**src/rtl/div_radix2.sv**
```systemverilog
// div_radix2 -- multi-cycle radix-2 restoring divider (DIV / DIVU).
//
// Responder side of a start/annul/ready handshake. Operands are captured
// when a request is accepted in IDLE. After that, one quotient bit is
// produced per cycle. The block returns {remainder, quotient} for the
// HI/LO write-back.
//
// Ports
//   clk           rising-edge clock
//   rst           synchronous, active-high reset
//   signed_div_i  1 = two's-complement divide, 0 = unsigned
//   opdata1_i     dividend
//   opdata2_i     divisor
//   start_i       request; the initiator holds it high until it sees ready_o
//   annul_i       abort (exception flush)
//   result_o      {remainder, quotient}; zero whenever ready_o is low
//   ready_o       result_o valid (registered)
module div_radix2 #(
  parameter int WIDTH = 32
) (
  input  logic               clk,
  input  logic               rst,
  input  logic               signed_div_i,
  input  logic [WIDTH-1:0]   opdata1_i,
  input  logic [WIDTH-1:0]   opdata2_i,
  input  logic               start_i,
  input  logic               annul_i,
  output logic [2*WIDTH-1:0] result_o,
  output logic               ready_o
);

  localparam int CW = $clog2(WIDTH + 1);

  typedef enum logic [1:0] {IDLE, BYZERO, ON, END} state_t;

  state_t           state;
  logic [CW-1:0]    cnt;
  logic [WIDTH-1:0] rem;    // partial remainder
  logic [WIDTH-1:0] quo;    // holds the dividend; shifts out MSB-first, quotient bits shift in
  logic [WIDTH-1:0] dvs;    // divisor magnitude
  logic             neg_q;
  logic             neg_r;
  logic             block;  // start still held from a finished request; wait for a low cycle

  logic [WIDTH-1:0] a_abs, b_abs;
  logic             a_neg, b_neg;
  logic [WIDTH:0]   shifted, diff;
  logic [WIDTH-1:0] q_fix, r_fix;

  assign a_neg = signed_div_i & opdata1_i[WIDTH-1];
  assign b_neg = signed_div_i & opdata2_i[WIDTH-1];
  // Magnitudes are taken as unsigned WIDTH-bit values, so the most negative
  // number maps to itself and is still exact.
  assign a_abs = a_neg ? -opdata1_i : opdata1_i;
  assign b_abs = b_neg ? -opdata2_i : opdata2_i;

  // Trial subtract. The datapath is WIDTH+1 bits wide because the shifted
  // remainder can reach 2*dvs-1. The borrow out, diff[WIDTH], means
  // "does not fit".
  assign shifted = {rem, quo[WIDTH-1]};
  assign diff    = shifted - {1'b0, dvs};

  assign q_fix = neg_q ? -quo : quo;
  assign r_fix = neg_r ? -rem : rem;

  always_ff @(posedge clk) begin
    if (rst) begin
      state    <= IDLE;
      cnt      <= '0;
      rem      <= '0;
      quo      <= '0;
      dvs      <= '0;
      neg_q    <= 1'b0;
      neg_r    <= 1'b0;
      block    <= 1'b0;
      ready_o  <= 1'b0;
      result_o <= '0;
    end else begin
      block <= start_i & (block | (state == END));
      if (annul_i) begin
        state    <= IDLE;
        ready_o  <= 1'b0;
        result_o <= '0;
      end else begin
        unique case (state)
          IDLE: begin
            ready_o  <= 1'b0;
            result_o <= '0;
            if (start_i && !block) begin
              cnt   <= '0;
              rem   <= '0;
              quo   <= a_abs;
              dvs   <= b_abs;
              neg_q <= a_neg ^ b_neg;
              neg_r <= a_neg;
              state <= (opdata2_i == '0) ? BYZERO : ON;
            end
          end
          BYZERO: begin
            // Divide by zero yields all-zero results. The sign fix of zero is still zero.
            rem   <= '0;
            quo   <= '0;
            state <= start_i ? END : IDLE;
          end
          ON: begin
            if (!start_i) begin
              state <= IDLE;
            end else begin
              rem <= diff[WIDTH] ? shifted[WIDTH-1:0] : diff[WIDTH-1:0];
              quo <= {quo[WIDTH-2:0], ~diff[WIDTH]};
              cnt <= cnt + 1'b1;
              if (cnt == CW'(WIDTH - 1)) state <= END;
            end
          end
          END: begin
            if (!start_i) begin
              state    <= IDLE;
              ready_o  <= 1'b0;
              result_o <= '0;
            end else begin
              ready_o  <= 1'b1;
              result_o <= {r_fix, q_fix};
            end
          end
          default: state <= IDLE;
        endcase
      end
    end
  end

endmodule

```
**config.mk**
```make
export PLATFORM = sky130hd
export DESIGN_NAME = div_radix2
export DESIGN_NICKNAME = d
export VERILOG_FILES = /design/src/rtl/div_radix2.sv
export SDC_FILE = /design/constraint.sdc
export NUM_CORES = 1
export LEC_CHECK = 0
export ABC_AREA = 1
export BUFFER_PORTS_ARGS = -buffer_cell sky130_fd_sc_hd__buf_2
export CORE_ASPECT_RATIO = 2
export CORE_MARGIN = 2
export CORE_UTILIZATION = 25
export CTS_CLUSTER_SIZE = 8
export DETAILED_ROUTE_END_ITERATION = 12
export PLACE_DENSITY_LB_ADDON = 0.3
export SLEW_MARGIN = 0
export SYNTH_ARGS = -nofsm -noshare
export SYNTH_HDL_FRONTEND = slang
export SYNTH_SLANG_ARGS = --single-unit
export TNS_END_PERCENT = 5
```
**constraint.sdc**
```tcl
create_clock -name clk -period 7.6 [get_ports clk]
set_clock_uncertainty 0.2 [all_clocks]
set_input_delay 1.52 -clock clk [delete_from_list [all_inputs] [get_ports clk]]
set_output_delay 1.52 -clock clk [all_outputs]
set_load 0.01 [all_outputs]
```
==> metrics.log <==
[metrics] status: finished clean
[metrics] highest-count cells in the layout ignoring fill and taps: sky130_fd_sc_hd__nand2_1 (595), sky130_fd_sc_hd__inv_1 (316), sky130_fd_sc_hd__a21oi_1 (219)
[metrics] final period utilization: 0.471
[metrics] VDD IR max: around 0.17 mV
[metrics] sequential area share after synthesis: 0.259
[metrics] post-synth cell types: 53
[metrics] mux cell area share after synthesis: 0
[metrics] cell type with the highest occurrence count on the critical path: sky130_fd_sc_hd__nand2_1
[metrics] maximum number of pins on one net before global-route repair: 78
[metrics] I/O pin total: about 130
[metrics] crit-path cells: buf_2 > nand2_1 > inv_1 > buf_4 > nand2_1 > nand2_1 > inv_1 > nand3_1 > nand3_1 > a21oi_1
[metrics] WP data required: 7.78 ns
[metrics] power per cell area: 163 nW/um^2
[metrics] most common cell after layout, fill and taps aside: sky130_fd_sc_hd__nand2_1
[metrics] Synth Area in XOR/XNOR: 0.0185
[metrics] cts bufs inserted: 17
[metrics] simple logic cell fraction of the synthesized area: 0.388
[metrics] placed wire-length estimate: about 44000 um
[metrics] Clock Root Buffer: sky130_fd_sc_hd__clkbuf_16
[metrics] worst setup path class: in2reg
[metrics] average detailed-routed wire length per instance: 18.0 um
[metrics] leakage: roughly 7.2 nW
[metrics] total setup buffers inserted after CTS: 0
[metrics] number of filler instances in the final layout: 5911
[metrics] Final GP Congestion: just over 1
[metrics] Critical-path top delay cell: sky130_fd_sc_hd__inv_1
[metrics] sum of overflow across all layers after global routing: 0
[metrics] Post-Synthesis Cell Area: 13300 sq um
[metrics] Post-synth EDFFs: 0
[metrics] number of buffers inserted by hold repair at cts: 0
[metrics] Starting Density: 0.253
[metrics] Hold WC Path Type: reg2reg
[metrics] Critical path buffers and inverters: 4
[metrics] initial antenna violation count: 0
[metrics] number of sinks driven by the clock tree: 172
[metrics] number of buffer cells added on primary ports: between 100 and 150
[metrics] Placement Setup Slack: 3.60 ns
[metrics] Worst-Margin Slew: about 1.0 ns
[metrics] DRC errors left: 0
[metrics] adder-cell share of the synthesized area: 0.0392
[metrics] Worst Path Max Fanout: 22
[metrics] wire length after detailed routing: between 50000 and 60000 um
[metrics] Syn. warnings: 0
[metrics] cell taking the most area after synthesis: sky130_fd_sc_hd__dfxtp_1
[metrics] first-pass GRT wire length: roughly 80000 um
[metrics] Area growth, synth to finish: 13.3%
[metrics] die width: 167 um
[metrics] Highest Clock Rate: 0.280 GHz
[metrics] post-cts sizing count: 0
[metrics] Final Util: 0.286
[metrics] Critical Path End Type: flop
[metrics] Post-DP Area: roughly 14000 sq um
[metrics] Max Cap Violations: 0
[metrics] largest incremental delay on the critical path: slightly below 0.5 ns
[metrics] dominant cells by area after synthesis: sky130_fd_sc_hd__dfxtp_1 (26%), sky130_fd_sc_hd__nand2_1 (17%), sky130_fd_sc_hd__inv_1 (9.0%)
[metrics] count of endpoints failing setup in the final report: 0
[metrics] area of the die: 55100 sq um
[metrics] cell family contributing the most delay on the critical path: buffers and inverters
[metrics] largest family of logic cells by synthesized area: simple AND/OR/NAND/NOR gates
[metrics] TritonCTS clock tree: done
[metrics] Post-Synthesis Mean Instance Area: 6.06 sq um
[metrics] initial drt markers: 947
[metrics] depth of the CTS H-tree: 4
[metrics] via count of the first global-routing pass: between 10000 and 15000
[metrics] critical path launch point type: primary input
[metrics] worst-skew pair later-pin latency: about 0.46 ns
[metrics] Final ANT Viol Nets: 0
[metrics] final instance area: roughly 15000 sq um
[metrics] final worst-path setup slack: about 4 ns
[metrics] top_reg_cell synth: sky130_fd_sc_hd__dfxtp_1
[metrics] Clk pin slew, worst setup/hold paths: ~0.06 ns
[metrics] standard cell core area: 52600 sq um
[metrics] post-synth net total: between 2000 and 2500
[metrics] complex-gate fraction of the synthesized area: 0.169
[metrics] number of hold-slack violations in the final timing report: 0
[metrics] cells after synthesis: 2191
[metrics] DR pass1 iterations: 7
[metrics] data arrival time of the critical path: 3.76 ns
[metrics] Pins Over Slew Limit: 0
[metrics] post-route minimum period: 3.58 ns
[metrics] net count reported at finish: about 2400
[metrics] die height: 330 um
[metrics] Diodes inserted: 0
[metrics] unrepaired setup endpoints after global routing: false
[metrics] worst slew margin relative to its limit: 0.317
[metrics] proportion of netlist area held by the largest area contributor: 0.259
[metrics] share of synthesized flip-flops with an asynchronous set or reset: 0
[metrics] number of synthesized register bits: between 150 and 200
[metrics] layout cell share with drive strength beyond 1: 0.127
[metrics] maximum number of buffers from clock root to sink: 2
[metrics] standard-cell row count: 119
[metrics] sum of negative setup slack: 0 ns
[metrics] detailed-route via count: ~14000
[metrics] post-DR vias/cell: 4.86
[metrics] Total Routing Usage GR: 0.190
==> cell usage after synthesis, types with 11 or more instances <==
cell type	count
sky130_fd_sc_hd__nand2_1	595
sky130_fd_sc_hd__nand2_2	15
sky130_fd_sc_hd__xor2_1	19
sky130_fd_sc_hd__buf_2	11
sky130_fd_sc_hd__clkbuf_1	48
sky130_fd_sc_hd__ha_1	40
sky130_fd_sc_hd__nand4_1	40
sky130_fd_sc_hd__nor2_1	153
sky130_fd_sc_hd__nand3_1	216
sky130_fd_sc_hd__a21oi_2	12
sky130_fd_sc_hd__nor3_1	31
sky130_fd_sc_hd__dfxtp_1	172
sky130_fd_sc_hd__nand2_4	18
sky130_fd_sc_hd__a21oi_1	219
sky130_fd_sc_hd__o21ai_0	113
sky130_fd_sc_hd__nand3b_1	18
sky130_fd_sc_hd__inv_1	317
sky130_fd_sc_hd__nand3_2	12
sky130_fd_sc_hd__inv_2	17
==> flip-flops by register name (all words and copies together) (netlist names), 2 cells and up <==
| signal | flops |
|---|---|
| cnt | 6 |
| rem | 32 |
| state | 2 |
| dvs | 32 |
| result_o | 64 |
| quo | 32 |
==> report_power, final <==
part / internal [mW] / total, mW / switching, mW
logic: 0.169 / 0.600 / 0.431
clock network: 0.468 / 0.882 / 0.413
registers: 0.933 / 0.967 / 0.0346
total: 1.57 / 2.45 / 0.879
==> cell type report <==
class / count / area [sq um] / area share
Multi-Input combinational cell: 1604 / 8190 / 0.544
Sequential cell: 172 / 3440 / 0.229
Inverter: 336 / 1260 / 0.0838
Tap cell: 665 / 832 / 0.0553
Timing Repair Buffer: 144 / 748 / 0.0497
Clock buffer: 20 / 447 / 0.0297
Clock inverter: 12 / 125 / 0.00832
==> per-stage QoR <==
step | std cells | total power [mW] | hold slack, ns
2_1_floorplan | 2191 | 1.38 | 0.245
4_1_cts | 2953 | 2.47 | 0.263
5_1_grt | 2953 | 2.57 | 0.280
3_3_place_gp | 2921 | 1.58 | 0.255
6_report | 2953 | 2.45 | 0.260
3_5_place_dp | 2921 | 1.59 | 0.253
==> tightest hold or removal path, cell delays in order (launching register included) <==
cell                      delay [ns]
sky130_fd_sc_hd__dfxtp_1        0.31
sky130_fd_sc_hd__nand2_1        0.06
sky130_fd_sc_hd__a21oi_1        0.05
==> metal layers <==
| layer | up-vias | wire length (um) | track usage |
|---|---|---|---|
| met2 | 340 | 29700 | 0.386 |
| met3 | 127 | 1180 | 0.0170 |
| li1 | 7264 | - | - |
| met5 | - | 0 | 0 |
| met1 | 6617 | 17900 | 0.168 |
| met4 | 0 | 4320 | 0.146 |
==> logic make-up after synthesis <==
family	after synthesis
buffers and inverters	415
DFF	172
and+or+nand+nor	1138
xor gates and xnor gates	28
adders and majority gates	41
AOI/OAI and AO/OA	397
==> path summary, 6_finish.rpt <==
kind                               endpoint  slack [ns]  depth (start not counted)                 startpoint
setup / recovery       quo[20]$_SDFFE_PP0P_        4.02                         10               signed_div_i
hold / removal    result_o[47]$_SDFFE_PP0P_        0.26                          2  result_o[47]$_SDFFE_PP0P_
setup reg to reg        rem[9]$_SDFFE_PP0P_        4.26                         16       quo[31]$_SDFFE_PP0P_
hold reg to reg   result_o[47]$_SDFFE_PP0P_        0.26                          2  result_o[47]$_SDFFE_PP0P_
Note: power is estimated with default switching activity, not from simulation.
